`config.mk`:
```
export PLATFORM = sky130hd
export DESIGN_NAME = sat_accum_16_flat
export DESIGN_NICKNAME = d
export VERILOG_FILES = /design/src/rtl/sat_accum_pkg.sv /design/src/rtl/sat_accum_if.sv /design/src/rtl/sat_addsub_step.sv /design/src/rtl/sat_accum_16.sv /design/src/flat_wrapper.sv
export SDC_FILE = /design/constraint.sdc
export NUM_CORES = 1
export LEC_CHECK = 0
export ABC_AREA = 1
export CORE_ASPECT_RATIO = 0.8
export CORE_MARGIN = 1
export CORE_UTILIZATION = 48
export DETAILED_ROUTE_END_ITERATION = 8
export GPL_ROUTABILITY_DRIVEN = 0
export GPL_TIMING_DRIVEN = 0
export PLACE_DENSITY_LB_ADDON = 0.3
export RECOVER_POWER = 25
export SLEW_MARGIN = 20
export SYNTH_ARGS = -nofsm -noshare
export SYNTH_HDL_FRONTEND = slang
export SYNTH_SLANG_ARGS = --single-unit
```
`constraint.sdc`:
```
create_clock -name clk -period 2.3 [get_ports clk]
set_input_delay 0.46 -clock clk [delete_from_list [all_inputs] [get_ports clk]]
set_output_delay 0.46 -clock clk [all_outputs]
set_load 0.05 [all_outputs]
```
`src/rtl/sat_accum_pkg.sv`:
```
// rtl/sat_accum_pkg.sv - shared types and constants for the saturating accumulator
package sat_accum_pkg;

    typedef enum logic [1:0] {
        ST_IDLE = 2'd0,
        ST_RUN  = 2'd1,
        ST_DONE = 2'd2
    } state_t;

    localparam logic [15:0] SAT_POS = 16'h7FFF;
    localparam logic [15:0] SAT_NEG = 16'h8000;

    typedef logic signed [16:0] wide_t;

endpackage

```
`src/rtl/sat_accum_if.sv`:
```
// rtl/sat_accum_if.sv - control, operand stream and result bundle for sat_accum_16
interface sat_accum_if #(
    parameter int COUNT_W = 8
);
    logic               start;
    logic [COUNT_W-1:0] len;
    logic               sub;
    logic               in_valid;
    logic [15:0]        in_data;
    logic               in_ready;
    logic [15:0]        acc;
    logic               ovfl;
    logic               busy;
    logic               done;

    modport master (
        output start, len, sub, in_valid, in_data,
        input  in_ready, acc, ovfl, busy, done
    );

    modport slave (
        input  start, len, sub, in_valid, in_data,
        output in_ready, acc, ovfl, busy, done
    );
endinterface

```
`src/rtl/sat_addsub_step.sv`:
```
// rtl/sat_addsub_step.sv - one signed add/sub step; SAT_ACCUM_SAT_EN selects clamping over wrap
module sat_addsub_step
    import sat_accum_pkg::*;
(
    input  logic [15:0] a,
    input  logic [15:0] b,
    input  logic        sub,
    output logic [15:0] result,
    output logic        oor
);

    wide_t r;

    // 17-bit sum/difference of the sign-extended operands; out of range when bits 16 and 15 differ
    always_comb begin
        if (sub) begin
            r = wide_t'({a[15], a}) - wide_t'({b[15], b});
        end else begin
            r = wide_t'({a[15], a}) + wide_t'({b[15], b});
        end
        oor = r[16] ^ r[15];
`ifdef SAT_ACCUM_SAT_EN
        if (oor) begin
            result = r[16] ? SAT_NEG : SAT_POS;
        end else begin
            result = r[15:0];
        end
`else
        result = r[15:0];
`endif
    end

endmodule

```
`src/rtl/sat_accum_16.sv`:
```
// rtl/sat_accum_16.sv - streaming saturating accumulator; SAT_ACCUM_SAT_EN enables clamping
module sat_accum_16
    import sat_accum_pkg::*;
#(
    parameter int COUNT_W = 8
) (
    input  logic         clk,
    input  logic         rst_n,
    sat_accum_if.slave   bus
);

    state_t             state_q, state_d;
    logic [15:0]        acc_q, acc_d;
    logic               ovfl_q, ovfl_d;
    logic [COUNT_W-1:0] cnt_q, cnt_d;
    logic               sub_q, sub_d;
    logic               done_q, done_d;
    logic               busy_q, busy_d;

    logic [15:0]        step_res;
    logic               step_oor;

    sat_addsub_step u_step (
        .a      (acc_q),
        .b      (bus.in_data),
        .sub    (sub_q),
        .result (step_res),
        .oor    (step_oor)
    );

    // Next-state logic: run setup on start, one accumulate step per accepted sample
    always_comb begin
        state_d = state_q;
        acc_d   = acc_q;
        ovfl_d  = ovfl_q;
        cnt_d   = cnt_q;
        sub_d   = sub_q;
        done_d  = 1'b0;
        unique case (state_q)
            ST_IDLE, ST_DONE: begin
                if (bus.start) begin
                    acc_d  = 16'h0000;
                    ovfl_d = 1'b0;
                    cnt_d  = bus.len;
                    sub_d  = bus.sub;
                    if (bus.len != '0) begin
                        state_d = ST_RUN;
                    end else begin
                        state_d = ST_DONE;
                        done_d  = 1'b1;
                    end
                end
            end
            ST_RUN: begin
                if (bus.in_valid) begin
                    acc_d  = step_res;
                    ovfl_d = ovfl_q | step_oor;
                    cnt_d  = cnt_q - 1'b1;
                    if (cnt_q == COUNT_W'(1)) begin
                        state_d = ST_DONE;
                        done_d  = 1'b1;
                    end
                end
            end
            default: begin
                state_d = ST_IDLE;
            end
        endcase
        busy_d = (state_d == ST_RUN);
    end

    // State and result registers with asynchronous active-low reset
    always_ff @(posedge clk or negedge rst_n) begin
        if (!rst_n) begin
            state_q <= ST_IDLE;
            acc_q   <= 16'h0000;
            ovfl_q  <= 1'b0;
            cnt_q   <= '0;
            sub_q   <= 1'b0;
            done_q  <= 1'b0;
            busy_q  <= 1'b0;
        end else begin
            state_q <= state_d;
            acc_q   <= acc_d;
            ovfl_q  <= ovfl_d;
            cnt_q   <= cnt_d;
            sub_q   <= sub_d;
            done_q  <= done_d;
            busy_q  <= busy_d;
        end
    end

    // Outputs: ready depends only on the current state, never on in_valid
    always_comb begin
        bus.in_ready = (state_q == ST_RUN);
        bus.acc      = acc_q;
        bus.ovfl     = ovfl_q;
        bus.busy     = busy_q;
        bus.done     = done_q;
    end

endmodule

```
`src/flat_wrapper.sv`:
```
// flat-port wrapper written by rule: the top's interface ports become plain ports
module sat_accum_16_flat import sat_accum_pkg::*;
#(
    parameter int COUNT_W = 8
)
  (clk, rst_n, bus_start, bus_len, bus_sub, bus_in_valid, bus_in_data, bus_in_ready, bus_acc, bus_ovfl, bus_busy, bus_done);
  sat_accum_if #(.COUNT_W(COUNT_W)) bus_i ();
  input  logic clk;
  input  logic rst_n;
  input wire logic [$bits(bus_i.start)-1:0] bus_start;
  input wire logic [$bits(bus_i.len)-1:0] bus_len;
  input wire logic [$bits(bus_i.sub)-1:0] bus_sub;
  input wire logic [$bits(bus_i.in_valid)-1:0] bus_in_valid;
  input wire logic [$bits(bus_i.in_data)-1:0] bus_in_data;
  output wire logic [$bits(bus_i.in_ready)-1:0] bus_in_ready;
  output wire logic [$bits(bus_i.acc)-1:0] bus_acc;
  output wire logic [$bits(bus_i.ovfl)-1:0] bus_ovfl;
  output wire logic [$bits(bus_i.busy)-1:0] bus_busy;
  output wire logic [$bits(bus_i.done)-1:0] bus_done;
  assign bus_i.start = bus_start;
  assign bus_i.len = bus_len;
  assign bus_i.sub = bus_sub;
  assign bus_i.in_valid = bus_in_valid;
  assign bus_i.in_data = bus_in_data;
  assign bus_in_ready = bus_i.in_ready;
  assign bus_acc = bus_i.acc;
  assign bus_ovfl = bus_i.ovfl;
  assign bus_busy = bus_i.busy;
  assign bus_done = bus_i.done;
  sat_accum_16 #(.COUNT_W(COUNT_W)) u_core (.clk(clk), .rst_n(rst_n), .bus(bus_i));
endmodule
```
==> flow_metrics.py <==
metrics = {
    "yosys": {
        "avgSynthCellArea_sq_um": 7.086,
        "synth_edf_count": 0,
        "synth_adder_area_share": 0.09572,
        "syn_inst": 380,
        "synth_simple_gate_area_frac": 0.2969,
        "synth_area_sq_um": 2693,
        "async_flop_share": 1.000,
        "synth_mux_area_frac": 0,
        "synth_seq_area_share": 0.2788,
        "syn_nets": 429,
        "synth-compound-area-share": 0.1696,
        "yosys-top-cells-count": "nand2_1 (106), inv_1 (53), dfrtp_1 (30), nor2_1 (28), o21ai_0 (22)",
        "synth_top_family_by_area": "simple AND/OR/NAND/NOR gates",
        "yosysTopAreaCellShare": 0.2788,
        "dominantRegCellSynth": "dfrtp_1",
        "ys_ff_latch": 30,
        "synth_warnings": 0,
        "synth_most_common_cell": "nand2_1",
        "synth_xor_area_frac": 0.06180,
        "synthTopCellsByArea": "dfrtp_1 (28%), nand2_1 (15%), ha_1 (8.8%)",
        "yosysTopAreaCell": "dfrtp_1",
        "synth.distinct_cells": 42,
    },
    "routing": {
        "finalWirelength_mm": 8.160,
        "drtAntennaViolNets": 0,
        "via_per_inst": 5.356,
        "drt_iter0_markers": 200,
        "vias": 2876,
        "remaining_drc_errors": 0,
        "wl_per_cell_um": 15.20,
        "drtPass1Iterations": 5,
    },
    "critical_path": {
        "critical_path_class": "input pin to register",
        "cp_num_buf_inv": 5,
        "arrival_ns": 2.79,
        "critPathMaxStageDelay_ns": 0.38,
        "crit_top_cell": "nand2_2",
        "crit_fanout": 4,
        "cp.required_ns": 2.45,
        "cp-start-kind": "input pin",
        "crit_path_end_kind": "register",
        "cp_top_family": "simple AND/OR/NAND/NOR gates",
        "slowest_stage": "ha_1",
        "path_cells": "buf_8, inv_6, buf_12, ha_4, nand3_4, o31ai_4, o21ai_2, xnor2_1, ha_1, nand2_2, inv_2, nand2_1, nand2_1, a21oi_2, nand2_2, inv_2, nand2_4, nand2_2, nand2_2, nand3_2, a21oi_2",
    },
    "timing": {
        "slew_headroom": -0.1620,
        "timing.final.crit_share": 1.145,
        "max_freq_ghz": 0.3797,
        "maxSlewViolCount": 31,
        "setup_slack_ns": -0.3339,
        "hold_violations": 0,
        "setup_viol": 11,
        "clock_skew_ns": 0.01084,
        "min_period_ns": 2.634,
        "tns_ns": -1.413,
        "max_slew.worst_pin.slew_ns": 1.743,
        "grt_setup_unrepaired": "yes",
    },
    "clocking": {
        "insertion_delay_ns": 0.29,
        "htree_num_levels": 2,
        "cts_max_path_buffers": 2,
        "tritoncts": "done",
        "cts.clk_slew.worst_paths_ns": 0.07,
        "cts_inserted_buffers": 5,
        "cts_sinks": 30,
        "root_buffer": "clkbuf_8",
    },
    "cells_and_area": {
        "syn_to_final_growth_pct": 46.70,
        "final_nets": 512,
        "insertedDiodeCount": 0,
        "drive_above_1_share": 0.3333,
    },
    "pwr": {
        "power.internal_mw": 2.834,
        "p_clk_frac": 0.072,
        "power.density_nw_per_um2": 1539,
        "leakagePower_nw": 1.892,
        "seqPwrFrac": 0.156,
        "sw_frac_of_total": 0.5337,
        "p_comb_frac": 0.773,
        "vdd_ir_drop_max_mv": 0.7995,
        "switchingPower_mw": 3.244,
    },
    "die": {
        "fp.dieH_um": 68.99,
        "die_w_um": 85.74,
        "die_area_sq_um": 5915,
        "num_rows": 23,
        "placeableCoreArea_sq_um": 5209,
        "io_pins": 49,
        "initial_core_util": 0.5169,
    },
    "global_routing": {
        "use_met3": 0.04524,
        "grt-ovfl-total": 0,
        "grt_max_degree": 31,
        "grt.met2_usage": 0.4350,
        "use_met1": 0.3642,
        "grt.total_usage": 0.2639,
        "antenna_found_initial": 0,
        "grt_pass1_wl_mm": 11.86,
        "busiest_layer": "met2",
        "grt_pass1_vias": 2548,
    },
    "placed_design": {
        "portBuffers": 48,
        "dp_slack_ns": -1.017,
        "place_hpwl_mm": 5.276,
    },
    "run_status": {
        "violations": "max-capacitance violations, max-slew violations, negative setup slack",
        "status": "finished with violations",
    },
    "job": {
        "cap_violations": 1,
    },
    "hold_path": {
        "hp-class": "input pin to register",
    },
}
==> final cells by class <==
class                           count  area, sq um
Inverter                           59        244.0
Timing Repair Buffer               76        688.2
Sequential cell                    30        750.7
Buffer                              5        43.79
Multi-Input combinational cell    286         2047
Tap cell                           75        93.84
Fill cell                         350         1259
Clock buffer                        6        82.58
==> kinds of logic (layout without fill, tap and decap cells) <==
family | count (synthesis) | after routing
buffers and inverters | 64 | 146
flip-flops | 30 | 30
XOR/XNOR | 19 | 19
adder cells (fa/ha/maj) | 20 | 20
AO/OA/AOI/OAI | 68 | 68
AND/OR/NAND/NOR | 179 | 179
==> metal layers <==
| layer | routed length [um] | share of wire | up-vias |
|---|---|---|---|
| met4 | 62 | 0.0076 | 0 |
| met2 | 3933 | 0.48 | 118 |
| li1 | - | - | 1406 |
| met5 | 0 | 0 | - |
| met3 | 551 | 0.068 | 11 |
| met1 | 3612 | 0.44 | 1341 |
==> power by group through the flow <==
stage	clock network [mW]	registers (mW)	logic, mW
2_1_floorplan	0	1.30	2.38
3_3_place_gp	0	0.924	3.54
3_5_place_dp	0	0.931	3.62
4_1_cts	0.438	0.934	4.01
5_1_grt	0.461	0.963	5.05
6_report	0.437	0.946	4.70
==> flip-flops by register name, summed over array words and instances, names as in the netlist <==
signal,count
u_core.state_q,2
u_core.bus.busy,1
u_core.bus.acc,16
u_core.cnt_q,8
u_core.bus.ovfl,1
u_core.bus.done,1
u_core.sub_q,1
==> metrics by stage <==
step	area, sq um	std cells	util	hold WS, ns	power (mW)
floorplan	2785	380	-	0.1644	3.681
CTS	3717	526	0.7137	0.1279	5.386
global route	3950	537	0.7583	0.5100	6.471
detailed placement	3374	504	0.6479	0.4274	4.552
finish	3950	537	0.7583	0.4920	6.078
global placement	3359	503	0.6450	0.4982	4.466
==> cells in the final DEF (no fill, tap or decap), drive strengths merged, types with 2 or more instances in the layout <==
cell type,instances
nand2,114
inv,59
buf,38
clkdlybuf4s50,34
nor2,33
dfrtp,30
o21ai,30
ha,19
nand3,17
a21oi,16
clkbuf,12
xor2,11
xnor2,8
o31ai,7
o22ai,5
o211ai,5
nand4,4
nor3,4
or2,3
clkdlybuf4s15,2
nor4,2
o21bai,2
==> what timing repair did <==
item / 4_1_cts / 5_1_grt
pin swaps: 35 / 57
gates cloned: 0 / 0
setup buffers: 16 / 12
hold buffers: 0 / 0
resized for setup: 68 / 62
setup endpoints to repair: 14 / 12
==> final timing paths <==
path / startpoint / slack [ns] / cells after the start / end
setup / recovery: bus_in_data[1] / -0.33 / 21 / u_core.bus.ovfl$_DFFE_PN0P_
hold / removal: bus_in_data[0] / 0.49 / 3 / u_core.bus.acc[0]$_DFFE_PN0P_
setup reg to reg: u_core.sub_q$_DFFE_PN0P_ / -0.12 / 19 / u_core.bus.ovfl$_DFFE_PN0P_
hold reg to reg: u_core.bus.acc[12]$_DFFE_PN0P_ / 0.52 / 2 / u_core.bus.acc[12]$_DFFE_PN0P_
max in group asynchronous: rst_n / 0.57 / 2 / u_core.cnt_q[2]$_DFFE_PN0P_
min in group asynchronous: rst_n / 0.72 / 2 / u_core.bus.ovfl$_DFFE_PN0P_
==> worst register-to-register path: stages (launching register included) <==
cell and delay, ns:
dfrtp_1 0.34, buf_6 0.18, inv_8 0.07, buf_6 0.13, nand2_2 0.13, o21ai_2 0.09, xnor2_1 0.14, ha_1 0.33
nand2_2 0.12, inv_2 0.04, nand2_1 0.05, nand2_1 0.06, a21oi_2 0.15, nand2_2 0.11, inv_2 0.08, nand2_4 0.06
nand2_2 0.07, nand2_2 0.05, nand3_2 0.06, a21oi_2 0.05
Note: power is estimated with default switching activity, not from simulation.
